## config.mk

```make
export PLATFORM = sky130hd
export DESIGN_NAME = tlp_stream_reader
export DESIGN_NICKNAME = d
export VERILOG_FILES = /design/src/rtl/tlp_stream_reader.sv
export SDC_FILE = /design/constraint.sdc
export NUM_CORES = 1
export LEC_CHECK = 0
export CAP_MARGIN = 20
export CORE_MARGIN = 4
export CORE_UTILIZATION = 46
export DETAILED_ROUTE_END_ITERATION = 8
export GPL_TIMING_DRIVEN = 0
export PLACE_DENSITY = 0.88
export SETUP_SLACK_MARGIN = 0.4
export SYNTH_ARGS = -nofsm -noshare
export SYNTH_HDL_FRONTEND = slang
export SYNTH_SLANG_ARGS = --single-unit
```

## constraint.sdc

```tcl
create_clock -name InputClock -period 3.5 [get_ports InputClock]
set_input_delay 0.525 -clock InputClock [delete_from_list [all_inputs] [get_ports InputClock]]
set_output_delay 0.525 -clock InputClock [all_outputs]
set_load 0.01 [all_outputs]
```

## src/rtl/tlp_stream_reader.sv

```systemverilog
// tlp_stream_reader: frames FIFO headers and payload into valid/ready TLPs and checks header sequence numbers
module tlp_stream_reader #(
  parameter int WORDS_PER_TLP = 15,
  parameter int SEQ_CNT_W = 16
) (
  input  logic                 InputClock,
  input  logic                 rst,
  input  logic [39:0]          HeaderData,
  input  logic                 HeaderEmpty,
  output logic                 HeaderReadEnable,
  input  logic [63:0]          DataFifoData,
  input  logic                 DataEmpty,
  output logic                 DataReadEnable,
  input  logic [15:0]          BufferLengthTLPs,
  output logic [63:0]          TxData,
  output logic                 TxValid,
  input  logic                 TxReady,
  output logic                 TxSop,
  output logic                 TxEop,
  output logic [39:0]          TxHeader,
  output logic [SEQ_CNT_W-1:0] SeqErrorCount,
  output logic [SEQ_CNT_W-1:0] PacketCount,
  output logic                 UnderflowFlag
);
  typedef enum logic {IDLE, DATA} state_t;
  state_t state_q, state_d;
  logic [3:0] beat_q, beat_d;
  logic [39:0] hdr_q, hdr_d;
  logic armed_q, armed_d;
  logic [15:0] exp_b_q, exp_b_d;
  logic [16:0] exp_t_q, exp_t_d;
  logic [SEQ_CNT_W-1:0] err_q, err_d, pkt_q, pkt_d;
  logic uflow_q, uflow_d;
  logic in_data, tx_valid, accept, at_last, last, pop, bad, wrap;
  logic [15:0] b, t;
  always_comb begin
    b = HeaderData[39:24];
    t = HeaderData[23:8];
    in_data = state_q == DATA;
    tx_valid = in_data & ~DataEmpty;
    accept = tx_valid & TxReady;
    at_last = beat_q == 4'(WORDS_PER_TLP - 1);
    last = accept & at_last;
    pop = ~HeaderEmpty & (~in_data | last);
    bad = armed_q & ((b != exp_b_q) | ({1'b0, t} != exp_t_q) | (HeaderData[4:0] != 5'h1f));
    wrap = t >= BufferLengthTLPs;
    state_d = pop ? DATA : last ? IDLE : state_q;
    beat_d = pop ? 4'd0 : accept ? beat_q + 4'd1 : beat_q;
    hdr_d = pop ? HeaderData : hdr_q;
    armed_d = armed_q | pop;
    exp_b_d = pop ? (wrap ? b + 16'd1 : b) : exp_b_q;
    exp_t_d = pop ? (wrap ? 17'd0 : {1'b0, t} + 17'd1) : exp_t_q;
    err_d = (pop & bad & ~(&err_q)) ? err_q + SEQ_CNT_W'(1) : err_q;
    pkt_d = last ? pkt_q + SEQ_CNT_W'(1) : pkt_q;
    uflow_d = uflow_q | (in_data & DataEmpty);
  end
  always_ff @(posedge InputClock) begin
    if (rst) begin
      state_q <= IDLE;
      beat_q <= '0;
      hdr_q <= '0;
      armed_q <= 1'b0;
      exp_b_q <= '0;
      exp_t_q <= '0;
      err_q <= '0;
      pkt_q <= '0;
      uflow_q <= 1'b0;
    end else begin
      state_q <= state_d;
      beat_q <= beat_d;
      hdr_q <= hdr_d;
      armed_q <= armed_d;
      exp_b_q <= exp_b_d;
      exp_t_q <= exp_t_d;
      err_q <= err_d;
      pkt_q <= pkt_d;
      uflow_q <= uflow_d;
    end
  end
  assign HeaderReadEnable = pop;
  assign DataReadEnable = accept;
  assign TxValid = tx_valid;
  assign TxData = tx_valid ? DataFifoData : '0;
  assign TxSop = tx_valid & (beat_q == 4'd0);
  assign TxEop = tx_valid & at_last;
  assign TxHeader = hdr_q;
  assign SeqErrorCount = err_q;
  assign PacketCount = pkt_q;
  assign UnderflowFlag = uflow_q;
endmodule

```

==> impl_metrics.ini <==
[die]
initial_core_util_pct = 47.6
die_x_um = 123
dieArea_mm2 = 0.0152
coreArea_mm2 = 0.0128
rows = 41
io_pins = 267
die_h_um = 123

[clock_tree]
root_buffer = clkbuf_16
clk_pin_slew_ps = 70
clock_path_buffers = 2
cts_buffers = 9
cts_sinks = 112
clkLatencyLatePin_ps = 350
cts_tree = yes
htree_levels = 3

[timing]
worst_pin_slew_ps = 698
max_freq_mhz = 336
report.final.slew_viol_count = 0
period_minus_slack_ps = 2980
fin_skew_ps = 6.08
hold_violations = 0
rsz0062_at_grt = true
fin_crit_sh_pct = 85.1
slew-limit-headroom_pct = 53.1
layout_setup_ws_ps = 521
setup_violations = 0

[logic_synthesis]
ys_top_cells_by_count = nand2_1, dfxtp_1, and2_1, a21oi_1, xor2_1
synth.most_common_cell = nand2_1
synth_edf_count = 0
synth.distinct_cells = 49
ys_ff_latch = 112
yosysWarnings = 0
synth.cell_area_mm2 = 0.00611
synth.avg_cell_area_um2 = 7.88
synthTopCellsByArea = dfxtp_1, nand2_1, xor2_1
synth_top_area_share_pct = 36.7
synth_nets = 923
synthFlopType = dfxtp_1
yosysSeqAreaShare_pct = 36.7
synthArstFlopShare_pct = 0
yosysTopAreaCell = dfxtp_1
syn_inst = 775

[pwr]
p_sw_share_pct = 26.3
pwr-share-seq_pct = 44.0
p_comb_share_pct = 20.6
power_leakage_nw = 3.54
p_int_mw = 2.29
switchingPower_uw = 815
power.density_mw_per_mm2 = 333
pwr-share-clk_pct = 35.5
ir_drop_uv = 213

[outcome]
run_status = finished, final reports clean

[cells_and_area]
postLayoutCellArea_mm2 = 0.00931
fin_nets = 1197
drive_above_1_share_pct = 4.55
filler_cell_count = 958
fin_util_pct = 72.6
ff_latch_area_mm2 = 0.00224
multiInputGateArea_mm2 = 0.00356
synthToLayoutAreaGrowth_pct = 52.4

[worst_hold_path]
hp-class = flop to flop

[route]
drt_iter0_drc = 430
first_pass_iters = 5
viasPerCell = 5.34
route.vias.total = 6569
antenna_left = 0
wl_per_cell_um = 17.7
routed_wl_mm = 21.8
drcViolationCount = 0

[job]
max_cap_violations = 0

[place]
placed_area_mm2 = 0.00895
place_congestion = 0.931
dp_hpwl_mm = 16.9
port_buffers = 262
pre_cts_ws_ps = -188

[grt]
grt.total_usage_pct = 27.4
grt_util_met2_pct = 48.0
grt_overflow_total = 0
grt_max_degree = 17
grt_pass1_wl_mm = 32.4
grt_antenna_before_repair = 2
grt_pass1_vias = 6323
grt_busiest_layer = met2
grt_util_met3_pct = 5.86
grt_use_met1_pct = 31.7

[critical_path]
cp-end-kind = flop
worstSetupStartpoint = HeaderData[11]
r2r.worst_path.cells = 11
critical_path_arrival_ps = 3220
critical_path_required_ps = 3740
worstSetupPathType = input pin to flop
r2r_setup_slack_ps = 950
reg2reg_from = beat_q[0]
start_kind = input pin
cp_slowest_cell = clkdlybuf4s50_1
r2r_end = TxHeader[17]
cp_slowest_stage_delay_ps = 560
worst_path_most_repeated_cell = o21ai_0
crit_path_cell_trace = clkdlybuf4s50_1 > ha_1 > a211oi_1 > o21ai_0 > a41oi_2 > o31a_1 > buf_2 > clkbuf_4 > o21ai_0 > a311oi_1
crit_path_end = exp_b_q[7]
worst-path-max-fanout = 10
==> repair_timing <==
action,in CTS,in global routing
hold buffers,0,0
endpoints found under the setup margin,41,26
pin swaps,1,0
resized for setup,7,8
buffers inserted,1,0
==> per-stage QoR <==
| stage | setup TNS [ps] | instances | total power, mW | hold slack (ps) |
|---|---|---|---|---|
| detailed placement | -744 | 1209 | 2.01 | 446 |
| CTS | 0 | 1226 | 3.11 | 455 |
| global route | 0 | 1228 | 3.22 | 471 |
| global placement | -477 | 1209 | 2.01 | 442 |
| finish | 0 | 1229 | 3.10 | 454 |
| floorplan | 0 | 775 | 1.65 | 416 |
==> metal layers <==
| metal | part of all wire, % | vias up |
|---|---|---|
| li1 | - | 3198 |
| met1 | 39 | 3031 |
| met3 | 7.6 | 45 |
| met4 | 3.7 | 0 |
| met2 | 50 | 295 |
| met5 | 0 | - |
==> flip-flops by register name, summed over array words and instances (netlist names) <==
| register | count |
|---|---|
| exp_t_q | 17 |
| beat_q | 4 |
| TxHeader | 40 |
| SeqErrorCount | 16 |
| armed_q | 1 |
| PacketCount | 16 |
| in_data | 1 |
| exp_b_q | 16 |
| UnderflowFlag | 1 |
==> layout make-up <==
class | instances | share of cell area (%)
multi-input cells | 587 | 38.3
repair buffers | 263 | 28.3
flip-flops and latches | 112 | 24.1
clock buffers | 14 | 3.05
plain buffers | 50 | 2.46
well taps | 172 | 2.31
inverters | 26 | 1.10
clock inverters | 2 | 0.376
diodes | 3 | 0.0806
==> cells in the final DEF, fill, tap and decap left out, drive strengths merged, types with 3 or more instances in the layout <==
cell type | Yosys | layout
clkdlybuf4s50 | 0 | 260
nand2 | 128 | 128
dfxtp | 112 | 112
and2 | 66 | 66
a21oi | 59 | 59
xor2 | 54 | 54
clkbuf | 39 | 54
nor2 | 51 | 51
nand3 | 33 | 33
o21ai | 28 | 28
inv | 25 | 25
ha | 23 | 23
nand4 | 16 | 16
nor4 | 14 | 14
or4 | 12 | 12
o31ai | 12 | 12
xnor2 | 11 | 11
buf | 11 | 11
nor3 | 10 | 10
a311oi | 9 | 9
nor2b | 9 | 9
and3 | 8 | 8
mux2 | 8 | 8
and4 | 5 | 5
or3 | 5 | 5
diode | 0 | 3
o211ai | 3 | 3
==> worst min-delay path by stage <==
stage	start	endpoint	slack, ps	depth (start not counted)
5_1_grt	TxHeader[18]	TxHeader[18]	470	2
4_1_cts	TxHeader[18]	TxHeader[18]	460	2
3_3_place_gp	TxHeader[20]	TxHeader[20]	440	2
6_report	TxHeader[18]	TxHeader[18]	450	2
3_5_place_dp	TxHeader[12]	TxHeader[12]	450	2
2_1_floorplan	exp_t_q[16]	exp_t_q[16]	420	2
==> power groups by stage <==
stage               Combinational [mW]  Clock, mW  Sequential, mW
global placement                 0.616          0            1.39
global route                     0.690       1.16            1.37
detailed placement               0.623          0            1.39
CTS                              0.634       1.11            1.36
floorplan                        0.255          0            1.40
finish                           0.638       1.10            1.36
==> kinds of logic after synthesis <==
kind of cell,after synthesis,share of synthesized area (%)
simple gates,366,30.1
compound gates,124,12.3
flops,112,36.7
buf+inv,76,5.22
xor+xnor,65,9.32
fa+ha+maj,23,4.71
mux,9,1.64
==> critical path, delay by kind of cell <==
kind	cells	cell delay (ps)
AOI/OAI and AO/OA	6	1340
adders and majority gates	1	300
buffers and inverters	3	1060
(Power assumes the default switching activity.)
==> RTL edit 1 (same settings) <==
`SEQ_CNT_W`: 16 -> 32.
--- a/src/rtl/tlp_stream_reader.sv
+++ b/src/rtl/tlp_stream_reader.sv
@@ -2,5 +2,5 @@
 module tlp_stream_reader #(
   parameter int WORDS_PER_TLP = 15,
-  parameter int SEQ_CNT_W = 16
+  parameter int SEQ_CNT_W = 32
 ) (
   input  logic                 InputClock,
Ports: changed (resized PacketCount and SeqErrorCount); port bits go from 267 to 299. No check against the original RTL was run, so the function may have changed too.
==> RTL edit 1 against the unedited design <==
  * Sequential cell count up 32
  * Wire length up 18%
  * Critical path type is now in2out
  * Synthesized cell count up 27%
  * Area after synthesis up 26%
  * Total power up 35%
  * Worst hold slack worse by 0.011 ns
  * Final cell count up 25%
  * Via count up 25%
  * Register-to-register slack worse by 0.08 ns
  * Clock power up 68%
  * Worst setup slack worse by 0.12 ns
  * Final area up 25%
  * Sequential power up 26%
==> RTL edit 1: results (changes against the unedited design) <==
stage;metric;value;unit;change
routing;vias_per_cell;5.35;;about the same
clock_tree;cts-htree-levels;4;;+1
status;status;finished, final reports clean;;
routing;wl;25.7;mm;+18%
yosys;synth.yosys.seq_area_share;37.4;%;+0.73 points
power;leakagePower;0.00430;uW;+21%
sta;min_period;3.10;ns;+0.125 ns
yosys;synth_common_cells;nand2_1, dfxtp_1, a21oi_1;;
sta;whs;0.443;ns;-0.0109 ns
setup_path;r2r_slack;0.87;ns;-0.08 ns
setup_path;reg2reg_from;in_data;;
placement;routabilityCongestion;0.863;;-7.3%
min_path;hold_path.startpoint;HeaderData[29];;
yosys;synth_cell_types;52;;+6.1%
layout;layout-drive-gt1-share;6.25;%;+1.7 points
min_path;hold_end;TxHeader[29];;
power;power.switching;1030;uW;+26%
setup_path;worst-r2r-cell-count;9;;-2
clock_tree;cts_made_buffers;17;;+8
yosys;synth_nets;1130;;+22%
min_path;hp-class;in2reg;;
placement;io_buffers;295;;+13%
layout;diodes;0;;-3
yosys;synth_area_leaders;dfxtp_1, nand2_1, and2_1;;
sta;slew_headroom;54.2;%;+1.1 points
setup_path;cp_top_family;buffers and inverters;;
layout;final_nets;1450;;+21%
placement;dp_hpwl;19.8;mm;+17%
sta;clock_skew;0.00859;ns;+0.00251 ns
min_path;worst_hold_path.num_cells;3;;+1
global_routing;antenna_found_initial;0;;-2
global_routing;grt_usage;26.3;%;-1.1 points
-- RTL edit 1: cell types whose count changed after synthesis, sizes merged, moves of 16 or more --
cell | before | now
a21oi | 59 | 75
nand2 | 128 | 152
dfxtp | 112 | 144
nor3 | 10 | 26
xnor2 | 11 | 40
nor2 | 51 | 70
-- RTL edit 1: power groups by stage --
stage	Clock [uW]	Sequential, uW	Combinational [uW]
after floorplan	0	1770	240
after global placement	0	1760	595
after detailed placement	0	1760	606
after CTS	1870	1720	620
after global routing	1950	1730	671
final	1850	1720	622
-- RTL edit 1: kinds of logic (layout without fill, tap and decap cells) --
family,count (synthesis),in the layout,synth area share [%]
simple gates,476,476,31.3
compound gates,146,146,10.6
flops,144,144,37.4
buf+inv,89,420,4.53
xor+xnor,87,87,9.89
fa+ha+maj,23,23,3.74
mux,17,17,2.47
-- RTL edit 1: timing repair --
| item | CTS | global route |
|---|---|---|
| pin swaps | 2 | 2 |
| buffers inserted | 3 | 3 |
| endpoints found under the setup margin | 62 | 38 |
| endpoints found under the hold margin | 0 | 0 |
| gates resized for setup | 13 | 13 |
-- RTL edit 1: area by class of cell --
| class | instances | area (sq um) |
|---|---|---|
| multi-input combinational | 749 | 4490 |
| tap | 220 | 275 |
| timing repair buffer | 301 | 3000 |
| fill | 1272 | 4850 |
| clock inverter | 9 | 134 |
| sequential | 144 | 2880 |
| inverter | 34 | 128 |
| clock buffer | 21 | 460 |
| buffer | 55 | 248 |
-- RTL edit 1: per-layer routing --
metal  track usage, %  wire (um)  vias up
met5                0          0        -
li1                 -          -     3984
met2             41.1      12100      349
met1             35.2      11100     3810
met4             9.76        613        0
met3             6.54       1840       52
-- RTL edit 1: tightest hold or removal path, cell delays in order --
cell     delay, ns
buf_2         0.16
nand2_1       0.08
a21oi_1       0.05
-- RTL edit 1: how the worst max path moves through the flow --
stage                                  end  depth (start not counted)                 start  slack (ns)
after floorplan                exp_t_q[10]                          9  BufferLengthTLPs[13]        0.99
after global routing      HeaderReadEnable                          8             DataEmpty        0.31
after detailed placement       exp_t_q[11]                         10        HeaderData[19]       -0.43
after global placement         exp_t_q[13]                         11         HeaderData[8]       -0.40
final                     HeaderReadEnable                          8             DataEmpty        0.40
after CTS                 HeaderReadEnable                          9             beat_q[0]        0.32
-- RTL edit 1: metrics by stage --
step / cell area [sq um] / utilization [%] / power [uW] / cells
global placement: 10900 / 66.4 / 2350 / 1497
floorplan: 7700 / - / 2010 / 982
finish: 11600 / 70.5 / 4190 / 1533
detailed placement: 10900 / 66.4 / 2360 / 1497
CTS: 11600 / 70.3 / 4210 / 1530
global route: 11600 / 70.5 / 4350 / 1533
==> RTL edit 2 (same settings) <==
Without the edit above. Put a register stage on the outputs `HeaderReadEnable` and `TxData`, with the module's reset. The values now appear one clock later. The other outputs are not delayed to match.
--- a/src/rtl/tlp_stream_reader.sv
+++ b/src/rtl/tlp_stream_reader.sv
@@ -78,8 +78,15 @@
     end
   end
-  assign HeaderReadEnable = pop;
   assign DataReadEnable = accept;
   assign TxValid = tx_valid;
-  assign TxData = tx_valid ? DataFifoData : '0;
+  always_ff @(posedge InputClock) begin
+    if (rst) begin
+      HeaderReadEnable <= '0;
+      TxData           <= '0;
+    end else begin
+      HeaderReadEnable <= pop;
+      TxData           <= tx_valid ? DataFifoData : '0;
+    end
+  end
   assign TxSop = tx_valid & (beat_q == 4'd0);
   assign TxEop = tx_valid & at_last;
Behaviour: not the same (a bounded check fails within 4 cycles, from zero or initial values and one cycle with rst high).
==> RTL edit 2 against the unedited design <==
  * Sequential cell count is 65 higher
  * Clock skew increased by 0.0018 ns
  * Area after synthesis up 21%
  * Wire length decreased by 1.1%
  * Total power increased by 52%
  * Final area rose by 17%
  * Worst setup slack gained 0.046 ns
  * Die area is 19% higher
==> RTL edit 2: results (changes against the unedited design) <==
stage;metric;value;unit;change
placement;dp_hpwl;16.7;mm;-1.4%
global_routing;globalRouteMet2Util;42.8;%;-5.2 points
min_path;hold_path.startpoint;HeaderData[34];;
clock_tree;insertion_delay;0.42;ns;+0.07 ns
routing;vias_per_cell;5.04;;-5.8%
layout;fin_cells;1340;;+9.0%
setup_path;cp_top_family;buffers and inverters;;
yosys;synth_nets;974;;+5.5%
global_routing;antenna_found_initial;0;;-2
placement;io_buffers;264;;+0.76%
layout;nFillCells;1193;;+25%
setup_path;worst-r2r-cell-count;10;;-1
yosys;synth_xor_area_share;9.51;%;+0.19 points
yosys;synth_area_leaders;dfxtp_1, xnor2_1, nand2_1;;
min_path;hold_end;TxHeader[34];;
clock_tree;cts_made_buffers;17;;+8
global_routing;grt_usage;23.2;%;-4.2 points
routing;wl_met1;7.92;mm;-5.9%
layout;largest_reg_flops;64;;+60%
power;power.switching;1140;uW;+40%
clock_tree;cts_setup_buffers;2;;+1
yosys;synth.yosys.seq_area_share;48.1;%;+11 points
global_routing;met1_usage;24.4;%;-7.3 points
placement;dp_slack;-0.105;ns;+0.0834 ns
sta;clock_skew;0.00790;ns;+0.00182 ns
setup_path;setup.worst_path.end;exp_b_q[12];;
setup_path;cp.arrival;3.24;ns;+0.02 ns
routing;dr_wl_met2;11.2;mm;+3.0%
yosys;synth_compound_area_share;8.30;%;-4.0 points
power;power_density;431;nW/um^2;+29%
routing;drt_iter0_drc;346;;-20%
power;peakVddDrop;318;uV;+49%
placement;routabilityCongestion;0.854;;-8.3%
routing;met3RoutedLength;1.89;mm;+15%
layout;syn_to_final_growth;48.2;%;
power;p_seq_share;45.1;%;+1.1 points
yosys;synth_common_cells;dfxtp_1, nand2_1, and2_1;;
sta;min_period;2.93;ns;-0.0459 ns
min_path;hp-class;in2reg;;
yosys;synthCells;826;;+6.6%
global_routing;grt_pass1_vias;6664;;+5.4%
clock_tree;cts-htree-levels;4;;+1
placement;place_area;10300;sq um;+15%
status;status;finished, final reports clean;;
clock_tree;ctsResizeCount;0;;-7
sta;whs;0.446;ns;-0.00763 ns
power;leakagePower;0.00409;uW;+15%
layout;diodes;0;;-3
global_routing;use_met3;7.82;%;+2.0 points
setup_path;worstReg2RegEnd;exp_t_q[5];;
## RTL edit 2: cell types whose count changed after synthesis, sizes merged, moves of 10 or more
cell / delta
and3: +10
dfxtp: +65
xor2: -30
xnor2: +45
nor2: +12
nor4: -11
## RTL edit 2: kinds of logic after synthesis
| family | Yosys count |
|---|---|
| AOI/OAI and AO/OA | 103 |
| and+or+nand+nor | 369 |
| muxes | 8 |
| adders and majority gates | 23 |
| DFF | 177 |
| buffers and inverters | 66 |
| xor gates and xnor gates | 80 |
## RTL edit 2: area by class of cell
type / instances / area share, %
Multi-Input combinational cell: 583 / 32.6
Clock inverter: 13 / 1.57
Inverter: 22 / 0.756
Timing Repair Buffer: 266 / 24.4
Clock buffer: 19 / 4.06
Buffer: 44 / 1.73
Sequential cell: 177 / 32.4
Tap cell: 216 / 2.47
